## src/rtl/lvds_rx_pkg.sv

```systemverilog
// Shared types and constants for the LVDS frame receiver.
// Holds the receiver FSM state enum and the default sync pattern.
package lvds_rx_pkg;

    typedef enum logic {
        ST_HUNT = 1'b0,
        ST_REC  = 1'b1
    } rx_state_e;

    localparam logic [31:0] SYNC_DEFAULT = 32'h5346444B;

endpackage

```

## src/rtl/lvds_sync_fifo.sv

```systemverilog
// Single-clock first-word-fall-through FIFO, async active-low reset.
// Ports: clk, rst_n, i_push/i_data, i_pop, o_data, o_empty, o_full, o_level.
module lvds_sync_fifo #(
    parameter int WIDTH = 33,
    parameter int DEPTH = 16
) (
    input  logic                     clk,
    input  logic                     rst_n,
    input  logic                     i_push,
    input  logic [WIDTH-1:0]         i_data,
    input  logic                     i_pop,
    output logic [WIDTH-1:0]         o_data,
    output logic                     o_empty,
    output logic                     o_full,
    output logic [$clog2(DEPTH):0]   o_level
);

    localparam int AW = $clog2(DEPTH);
    localparam logic [AW-1:0] PTR_ONE = AW'(1);
    localparam logic [AW:0]   CNT_ONE = (AW+1)'(1);
    localparam logic [AW:0]   CNT_MAX = (AW+1)'(DEPTH);

    logic [WIDTH-1:0] r_mem [DEPTH];
    logic [AW-1:0]    r_wr_ptr;
    logic [AW-1:0]    r_rd_ptr;
    logic [AW:0]      r_count;
    logic             w_pop;
    logic             w_push;

    assign o_empty = (r_count == '0);
    assign o_full  = (r_count == CNT_MAX);
    assign o_level = r_count;

    assign w_pop  = i_pop && !o_empty;
    // A full FIFO still takes a word when a slot frees on this edge.
    assign w_push = i_push && (!o_full || w_pop);

    // Gated so the read port shows zero whenever nothing is held.
    assign o_data = o_empty ? '0 : r_mem[r_rd_ptr];

    always_ff @(posedge clk) begin
        if (w_push) begin
            r_mem[r_wr_ptr] <= i_data;
        end
    end

    always_ff @(posedge clk or negedge rst_n) begin
        if (!rst_n) begin
            r_wr_ptr <= '0;
            r_rd_ptr <= '0;
            r_count  <= '0;
        end else begin
            if (w_push) begin
                r_wr_ptr <= r_wr_ptr + PTR_ONE;
            end
            if (w_pop) begin
                r_rd_ptr <= r_rd_ptr + PTR_ONE;
            end
            unique case ({w_push, w_pop})
                2'b10:   r_count <= r_count + CNT_ONE;
                2'b01:   r_count <= r_count - CNT_ONE;
                default: r_count <= r_count;
            endcase
        end
    end

endmodule

```

## src/rtl/lvds_frame_rx.sv

```systemverilog
// Serial LVDS frame receiver: hunts a sync word, then deframes payload words.
// Ports: lvds_clk, rst_n, lvds_data_in, enable, out_* stream, frame_cnt, overflow, fifo_level.
module lvds_frame_rx
    import lvds_rx_pkg::*;
#(
    parameter int              DATA_W     = 32,
    parameter int              NUM_WORDS  = 8,
    parameter logic [DATA_W-1:0] SYNC_WORD = DATA_W'(SYNC_DEFAULT),
    parameter int              FIFO_DEPTH = 16,
    parameter bit              MSB_FIRST  = 1'b1
) (
    input  logic                          lvds_clk,
    input  logic                          rst_n,
    input  logic                          lvds_data_in,
    input  logic                          enable,
    input  logic                          out_ready,
    output logic                          out_valid,
    output logic [DATA_W-1:0]             out_data,
    output logic                          out_last,
    output logic [15:0]                   frame_cnt,
    output logic                          overflow,
    input  logic                          clr_overflow,
    output logic [$clog2(FIFO_DEPTH):0]   fifo_level
);

    localparam int BW = $clog2(DATA_W);
    localparam int WW = (NUM_WORDS > 1) ? $clog2(NUM_WORDS) : 1;
    localparam logic [BW-1:0] BIT_LAST  = BW'(DATA_W - 1);
    localparam logic [WW-1:0] WORD_LAST = WW'(NUM_WORDS - 1);
    localparam logic [BW-1:0] BIT_ONE   = BW'(1);
    localparam logic [WW-1:0] WORD_ONE  = WW'(1);

    rx_state_e        r_state;
    logic [DATA_W-1:0] r_shift;
    logic [BW-1:0]    r_bit_cnt;
    logic [WW-1:0]    r_word_cnt;
    logic [15:0]      r_frame_cnt;
    logic             r_overflow;
    logic             r_armed;

    logic [DATA_W-1:0] w_shift_nxt;
    logic              w_bit_last;
    logic              w_last_word;
    logic              w_word_done;
    logic              w_sync_hit;
    logic              w_pop;
    logic              w_full;
    logic              w_empty;
    logic              w_ovf_set;
    logic [DATA_W:0]   w_fifo_rd;

    always_comb begin
        if (MSB_FIRST) begin
            w_shift_nxt = {r_shift[DATA_W-2:0], lvds_data_in};
        end else begin
            w_shift_nxt = {lvds_data_in, r_shift[DATA_W-1:1]};
        end
    end

    assign w_bit_last  = (r_state == ST_REC) && (r_bit_cnt == BIT_LAST);
    assign w_last_word = (r_word_cnt == WORD_LAST);
    assign w_word_done = enable && w_bit_last;

    // r_armed blocks any match on the first edge after reset release.
    assign w_sync_hit = (r_state == ST_HUNT) && enable && r_armed
                     && (w_shift_nxt == SYNC_WORD);

    assign w_pop     = out_valid && out_ready;
    assign w_ovf_set = w_word_done && w_full && !w_pop;

    always_ff @(posedge lvds_clk or negedge rst_n) begin
        if (!rst_n) begin
            r_state     <= ST_HUNT;
            r_shift     <= '0;
            r_bit_cnt   <= '0;
            r_word_cnt  <= '0;
            r_frame_cnt <= '0;
            r_overflow  <= 1'b0;
            r_armed     <= 1'b0;
        end else begin
            r_shift <= w_shift_nxt;
            r_armed <= 1'b1;
            if (!enable) begin
                r_state    <= ST_HUNT;
                r_bit_cnt  <= '0;
                r_word_cnt <= '0;
            end else begin
                unique case (r_state)
                    ST_HUNT: begin
                        if (w_sync_hit) begin
                            r_state    <= ST_REC;
                            r_bit_cnt  <= '0;
                            r_word_cnt <= '0;
                        end
                    end
                    ST_REC: begin
                        if (w_bit_last) begin
                            r_bit_cnt <= '0;
                            if (w_last_word) begin
                                r_word_cnt  <= '0;
                                r_state     <= ST_HUNT;
                                r_frame_cnt <= r_frame_cnt + 16'd1;
                            end else begin
                                r_word_cnt <= r_word_cnt + WORD_ONE;
                            end
                        end else begin
                            r_bit_cnt <= r_bit_cnt + BIT_ONE;
                        end
                    end
                endcase
            end
            // Setting beats clearing on a coincident edge.
            if (w_ovf_set) begin
                r_overflow <= 1'b1;
            end else if (clr_overflow) begin
                r_overflow <= 1'b0;
            end
        end
    end

    lvds_sync_fifo #(
        .WIDTH (DATA_W + 1),
        .DEPTH (FIFO_DEPTH)
    ) u_fifo (
        .clk     (lvds_clk),
        .rst_n   (rst_n),
        .i_push  (w_word_done),
        .i_data  ({w_last_word, w_shift_nxt}),
        .i_pop   (w_pop),
        .o_data  (w_fifo_rd),
        .o_empty (w_empty),
        .o_full  (w_full),
        .o_level (fifo_level)
    );

    assign out_valid = !w_empty;
    assign out_data  = w_fifo_rd[DATA_W-1:0];
    assign out_last  = w_fifo_rd[DATA_W];
    assign frame_cnt = r_frame_cnt;
    assign overflow  = r_overflow;

endmodule
```

## config.mk

```make
export PLATFORM = sky130hd
export DESIGN_NAME = lvds_frame_rx
export DESIGN_NICKNAME = d
export VERILOG_FILES = /design/src/rtl/lvds_rx_pkg.sv /design/src/rtl/lvds_sync_fifo.sv /design/src/rtl/lvds_frame_rx.sv
export SDC_FILE = /design/constraint.sdc
export NUM_CORES = 1
export LEC_CHECK = 0
export ABC_CLOCK_PERIOD_IN_PS = 9400
export BUFFER_PORTS_ARGS = -buffer_cell sky130_fd_sc_hd__buf_4
export CAP_MARGIN = 20
export CORE_MARGIN = 2
export CORE_UTILIZATION = 45
export CTS_BUF_LIST = sky130_fd_sc_hd__clkbuf_16
export DETAILED_ROUTE_END_ITERATION = 10
export GPL_TIMING_DRIVEN = 0
export PLACE_DENSITY = 0.71
export SETUP_SLACK_MARGIN = 0.1
export SLEW_MARGIN = 0
export SYNTH_ARGS = -nofsm -noshare
export SYNTH_HDL_FRONTEND = slang
export SYNTH_SLANG_ARGS = --single-unit
```

## constraint.sdc

```tcl
create_clock -name lvds_clk -period 9.4 [get_ports lvds_clk]
set_input_delay 1.88 -clock lvds_clk [delete_from_list [all_inputs] [get_ports lvds_clk]]
set_output_delay 1.88 -clock lvds_clk [all_outputs]
set_load 0.02 [all_outputs]
```

[After elaboration in Yosys (flattened, before gate mapping)]
Memories as Yosys holds them, arrays and structs flattened.
Index checks and enable logic that the tools add are counted.
Word-level totals
  memory bits (writable): 528
  bits of input ports: 6
  memories: 1
  bits in registers: 71
  logic and storage cells: 66
Cells by class
  muxes and demuxes: 20
  reductions and logical operators: 19
  add/sub/neg operators: 7
  bitwise logic cells: 1
  eq/ne operators: 8
Memory list
  u_fifo.r_mem: words 16, width 33, rd ports 1, clocked after Yosys merged registers in 0, write ports 1, RTL line lvds_sync_fifo.sv:23  | logic [WIDTH-1:0] r_mem [DEPTH];
Operators with widths (number)
  $mux 33: 1
  $eq 32x31->1 const B: 1
  $pmux 5 s2: 2
  $add 16x1->16 const B: 1
  $mux 5: 3
  $mux 3: 4
  $add 5x1->5 const B: 2
  $eq 5x5->1 const B: 2
  $logic_and 1x1->1: 10
  $add 4x1->4 const B: 2
  $mux 1: 8
  $pmux 3 s2: 1
  $logic_not 5->1: 1
  $sub 5x1->5 const B: 1
  $reduce_and 4->1: 1
  $reduce_bool 2->1: 2
  $add 3x1->3 const B: 1
  $eq 3x3->1 const B: 1
  $logic_not 1->1: 3
  $ne 3x2->1 const B: 1
  $ne 3x3->1 const B: 1
  $eq 2x1->1 const B: 1
  $eq 2x2->1 const B: 1
  $pmux 1 s2: 1
  other kinds (3): 3

[Depth between registers and ports, before layout]
  depth in word-level cells: 8
  depth in mapped cells: 13
  depth with buffers taken out: 12

[Cells and area by module]
A second synthesis with hierarchy kept.
Second synthesis, totals
  cell total of the unflattened synthesis: 1105
  area total of the unflattened synthesis: 23498.8 um^2
By module, submodules not included
  lvds_sync_fifo: instances 1, cells an instance 941, sequential area each 16180.5 um^2, area each 21280.4 um^2
  lvds_frame_rx: instances 1, cells an instance 164, sequential area each 1451.4 um^2, area each 2218.4 um^2

[Worst setup path after synthesis]
OpenSTA, ideal clock, no wires.
  path type: in2reg
  start point: in enable
  end point: mem u_fifo.r_mem[3][0], enable pin
  slack: 3923 ps
  arrival time: 5013 ps
  buffers on the path: 1
  stages on the path: 5
  required time: 8936 ps
  cells stage by stage: buf_2 -> nand3_1 -> a21oi_2 -> nand2_1 -> nor3_1
On the way
  word-level cells in the longest chain between the ends: 4
RTL lines
  start: declaration: RTL line lvds_frame_rx.sv:15  | input logic enable,
  $logic_and 1x1->1: RTL line lvds_frame_rx.sv:62  | assign w_word_done = enable && w_bit_last;
  $logic_and 1x1->1: RTL line lvds_sync_fifo.sv:36  | assign w_push = i_push && (!o_full || w_pop);
  $mux 1: RTL line lvds_sync_fifo.sv:42  | if (w_push) begin
  $mux 1 (implied by the code): RTL line lvds_sync_fifo.sv:43  | r_mem[r_wr_ptr] <= i_data;
  end: declaration: RTL line lvds_sync_fifo.sv:23
Every way passes these cells.

[Final worst setup path]
  start point: reg u_fifo.r_rd_ptr[1]
  end point: out out_data[0]
On the way
  word-level cells in the longest chain between the ends: 2
RTL lines
  start: declaration: RTL line lvds_sync_fifo.sv:25  | logic [AW-1:0] r_rd_ptr;
  start signal: assignment: RTL line lvds_sync_fifo.sv:57  | r_rd_ptr <= r_rd_ptr + PTR_ONE;
  $mem_v2 16x33
  $mux 33: RTL line lvds_sync_fifo.sv:39  | assign o_data = o_empty ? '0 : r_mem[r_rd_ptr];
  end: declaration: RTL line lvds_frame_rx.sv:18  | output logic [DATA_W-1:0] out_data,
Every way passes these cells.

==> flow_summary.rst <==
.. list-table::
   :header-rows: 1

   * - Metric
     - Value
   * - Number of maximum-capacitance constraint violations
     - 0
   * - Endpoints failing setup
     - 0
   * - Largest net degree at the start of global routing
     - between 70 and 80
   * - Worst setup SP type
     - register
   * - Crit path capture type
     - output port
   * - Final Util
     - 0.5253
   * - Overall Global Routing Usage
     - 0.1902
   * - 1st-iter DRT viols
     - 1011
   * - Layout area overhead
     - 15.91%
   * - Standard cell area after detailed placement
     - 24930 um^2
   * - Congestion Overflow GR
     - 0
   * - Setup slack on the worst flop-to-flop path
     - 5.92 ns
   * - Count of instances resized after the clock tree is built
     - 0
   * - Average instance area after synthesis
     - 21.36 um^2
   * - Critical register-to-register path endpoint
     - u_fifo.r_mem[2][13]
   * - Via count of the first global-routing pass
     - 11.70k
   * - Vertical die dimension
     - 230.6 um
   * - Residual antenna-violating net count after detailed routing
     - 0
   * - Die area
     - 53180 um^2
   * - Final TNS setup
     - 0 ns
   * - Net count after synthesis
     - 1099
   * - Sequential Power Share
     - 0.407
   * - Critical path class
     - reg2out
   * - Detailed-placement wirelength estimate
     - slightly above 30000 um
   * - Worst clock skew
     - 0.01706 ns
   * - Syn Std Cell Area
     - 23110 um^2
   * - Top metal layer carrying routed signals
     - met4
   * - Routed Wire Length
     - between 40000 and 50000 um
   * - Final number of hold-violating endpoints
     - 0
   * - Count of different cell masters after synthesis
     - 52
   * - Post-synthesis sequential area ratio
     - 0.7630
   * - Fraction of registers with async set/reset
     - 0.1185
   * - Antenna violations before repair
     - 0
   * - Total internal power
     - 5150 uW
   * - Cell taking the most area after synthesis
     - sky130_fd_sc_hd__edfxtp_1
   * - Worst path cell trace
     - buf_2, clkbuf_1, mux4_2, mux2i_1, o22ai_1, buf_4
   * - Hold Path Origin
     - frame_cnt[15]
   * - Final setup slack of the worst path
     - between 4 and 5 ns
   * - Cell family with most CP delay
     - buffers and inverters
   * - Synthesized netlist cell count
     - 1082
   * - Slowest cell on the critical path
     - sky130_fd_sc_hd__clkbuf_1
   * - Logic depth of the worst path, buffers included
     - 6
   * - CTS tree
     - built
   * - Clock network latency to the later pin of the worst-skew pair
     - 0.60 ns
   * - Leading cell type by number of instances after synthesis
     - sky130_fd_sc_hd__edfxtp_1
   * - Worst-Margin Slew
     - around 1.0 ns
   * - Number of nets in the finished design
     - 1246
   * - Endpoint of the worst hold path
     - frame_cnt[15]
   * - Root buffer cell
     - sky130_fd_sc_hd__clkbuf_16
   * - Final routed DRC violation total
     - 0
   * - Top-level port count
     - 62
   * - Pleak
     - 0.009066 uW
   * - Total clock buffers created by CTS
     - 57
   * - N_diodes
     - 0
   * - Total number of placement rows
     - 83
   * - Final design instance area without fill
     - 26780 um^2
   * - Worst setup slack after placement
     - 4.916 ns
   * - Starting density of the core
     - 0.4532
   * - H-Tree Depth
     - 2
   * - Count of yosys warnings during synthesis
     - 0
   * - Top cell type's share of synthesized area
     - 0.6862
   * - Clock tree sinks
     - 599
   * - Vias post-DR
     - approximately 11k
   * - DIE WIDTH
     - about 230 um
   * - Via density
     - 5.722
   * - Proportion of layout cells with a drive suffix above 1
     - 0.2811
   * - Top FF cell, synth
     - sky130_fd_sc_hd__edfxtp_1
   * - Path type of the worst min-delay path
     - reg2reg
   * - # hold bufs at CTS
     - 0
   * - DR WL met3
     - 3200 um
   * - Critical Path AT
     - approximately 3.2 ns
   * - Flip-flop and latch count after synthesis
     - 599
   * - First-pass GRT wire length
     - 74090 um
   * - Worst-path maximum fanout
     - 10
   * - FF-to-FF path depth
     - 9
   * - Switching Power
     - 2174 uW
   * - Final Max Tran Viols
     - 0
   * - Proportion of total power due to net switching
     - 0.2968
   * - Clock tree buffer depth
     - 3
   * - Length of routed wiring on met1
     - ~21000 um
   * - Status
     - finished, final reports clean
   * - Non-filler cells, final
     - 1957
   * - Slowest cell delay on critical path
     - around 0.74 ns
   * - Count of input and output buffers
     - 60
   * - Combinational share of power
     - 0.288
   * - Maximum clock frequency
     - 195.9 MHz
   * - Commonest cells in the synthesized netlist
     - sky130_fd_sc_hd__edfxtp_1 (528), sky130_fd_sc_hd__mux4_2 (132), sky130_fd_sc_hd__dfrtp_1 (71), sky130_fd_sc_hd__mux2i_1 (69), sky130_fd_sc_hd__o22ai_1 (37)
   * - Number of instances on the worst hold path
     - 1
   * - Placed insts
     - 1849
   * - Final Cycle Share
     - 0.5432
   * - Placeable core region
     - approximately 51000 um^2
   * - Amount of wire on met2 after detailed routing
     - 24140 um
   * - Required time at the worst-slack endpoint
     - 7.52 ns
   * - Main area contributors after synthesis
     - sky130_fd_sc_hd__edfxtp_1 (69%), sky130_fd_sc_hd__mux4_2 (13%), sky130_fd_sc_hd__dfrtp_1 (7.7%), sky130_fd_sc_hd__mux2i_1 (3.0%), sky130_fd_sc_hd__o22ai_1 (1.0%)
   * - Worst IR drop on VDD
     - 176.5 uV
   * - Count of buffering cells on the critical path with inverters included
     - 3
   * - Final min period
     - a little over 5 ns
   * - EDFF count, synth
     - ~530
   * - Clock group share of total power
     - 0.304
   * - Pwr/cell area
     - 273.4 nW/um^2
   * - Final Wtd Congestion
     - around 0.75
   * - # Post-CTS Setup Buffers
     - 0
   * - Per-cell routed wire length
     - 25.25 um
   * - CTS clk-pin slew, worst paths
     - 0.06 ns
   * - Worst R2R Start
     - r_bit_cnt[0]
   * - Detailed Routing Iterations Pass 1
     - 5
   * - Setup repair after global routing missed its margin
     - false
   * - Worst slew slack as a fraction of its limit
     - 0.2994
-- kinds of logic (layout without fill, tap and decap cells) --
logic type,after synthesis,after routing,share of synthesized area
other,1,1,0.0001623
multiplexers,203,203,0.1595
AND/OR/NAND/NOR,115,115,0.02848
AO/OA/AOI/OAI,64,64,0.01938
XOR/XNOR,26,26,0.009855
buffers and inverters,63,258,0.01359
flip-flops,599,599,0.7630
adder cells (fa/ha/maj),11,11,0.005956
-- metal layers --
metal | vias up | track usage
met5 | - | 0
met4 | 0 | 0.05685
met3 | 66 | 0.03471
met2 | 412 | 0.3081
met1 | 5939 | 0.2659
li1 | 4781 | -
-- worst max-delay path by stage --
stage                             from                   to  slack (ns)
global placement                enable  u_fifo.r_mem[3][15]        1.21
CTS                 u_fifo.r_rd_ptr[1]          out_data[0]        4.27
finish              u_fifo.r_rd_ptr[1]          out_data[0]        4.29
detailed placement  u_fifo.r_rd_ptr[1]          out_data[0]        4.92
global route        u_fifo.r_rd_ptr[1]          out_data[0]        4.14
floorplan                       enable   u_fifo.r_mem[3][0]        3.92
-- power groups by stage --
stage / logic [uW] / clock network [uW] / registers, uW
floorplan: 1430 / 0 / 3030
global placement: 2120 / 0 / 3030
detailed placement: 2150 / 0 / 3040
CTS: 2160 / 2260 / 2980
global route: 2260 / 2360 / 2990
finish: 2110 / 2230 / 2980
-- registers in the layout (all words and copies together), names as in the netlist --
name,cells
r_bit_cnt,5
r_armed,1
u_fifo.o_level,5
r_state,1
r_word_cnt,3
u_fifo.r_wr_ptr,4
u_fifo.r_rd_ptr,4
u_fifo.r_mem,528
frame_cnt,16
overflow,1
r_shift,31
-- cell usage in the layout (no fill, tap or decap), types with 8 or more instances in the layout --
master,Yosys,layout
sky130_fd_sc_hd__nor2_4,0,12
sky130_fd_sc_hd__buf_4,6,67
sky130_fd_sc_hd__mux2i_1,69,69
sky130_fd_sc_hd__clkbuf_1,17,17
sky130_fd_sc_hd__edfxtp_1,528,528
sky130_fd_sc_hd__buf_6,3,17
sky130_fd_sc_hd__nand2_1,22,22
sky130_fd_sc_hd__ha_1,11,11
sky130_fd_sc_hd__clkinv_2,0,11
sky130_fd_sc_hd__clkinv_1,0,15
sky130_fd_sc_hd__dfrtp_1,71,71
sky130_fd_sc_hd__xnor2_1,18,18
sky130_fd_sc_hd__nand3_1,23,23
sky130_fd_sc_hd__clkbuf_16,0,58
sky130_fd_sc_hd__buf_12,0,11
sky130_fd_sc_hd__buf_2,26,26
sky130_fd_sc_hd__o22ai_1,37,37
sky130_fd_sc_hd__inv_1,10,25
sky130_fd_sc_hd__xor2_1,8,8
sky130_fd_sc_hd__mux4_2,132,132
-- metrics by stage --
stage,total power (uW),hold WS (ns)
2_1_floorplan,4454,0.4786
3_3_place_gp,5156,0.4690
3_5_place_dp,5192,0.4671
4_1_cts,7406,0.4802
5_1_grt,7605,0.5159
6_report,7324,0.4772
-- worst register-to-register path, delay by kind of cell, from the launching register on --
kind / cells / cell delay (ns)
simple gates: 4 / 1.59
fa+ha+maj: 2 / 0.31
compound gates: 1 / 0.39
buf+inv: 2 / 0.48
flops: 1 / 0.38
-- final cells by class --
cell class	instances	area [um^2]
fillers	3840	24210
flip-flops and latches	599	17630
multi-input cells	420	5271
clock buffers	58	1451
repair buffers	88	890.9
well taps	680	850.8
clock inverters	49	372.9
plain buffers	53	276.5
inverters	10	37.54
No activity file was read; power rests on OpenSTA's default activity.
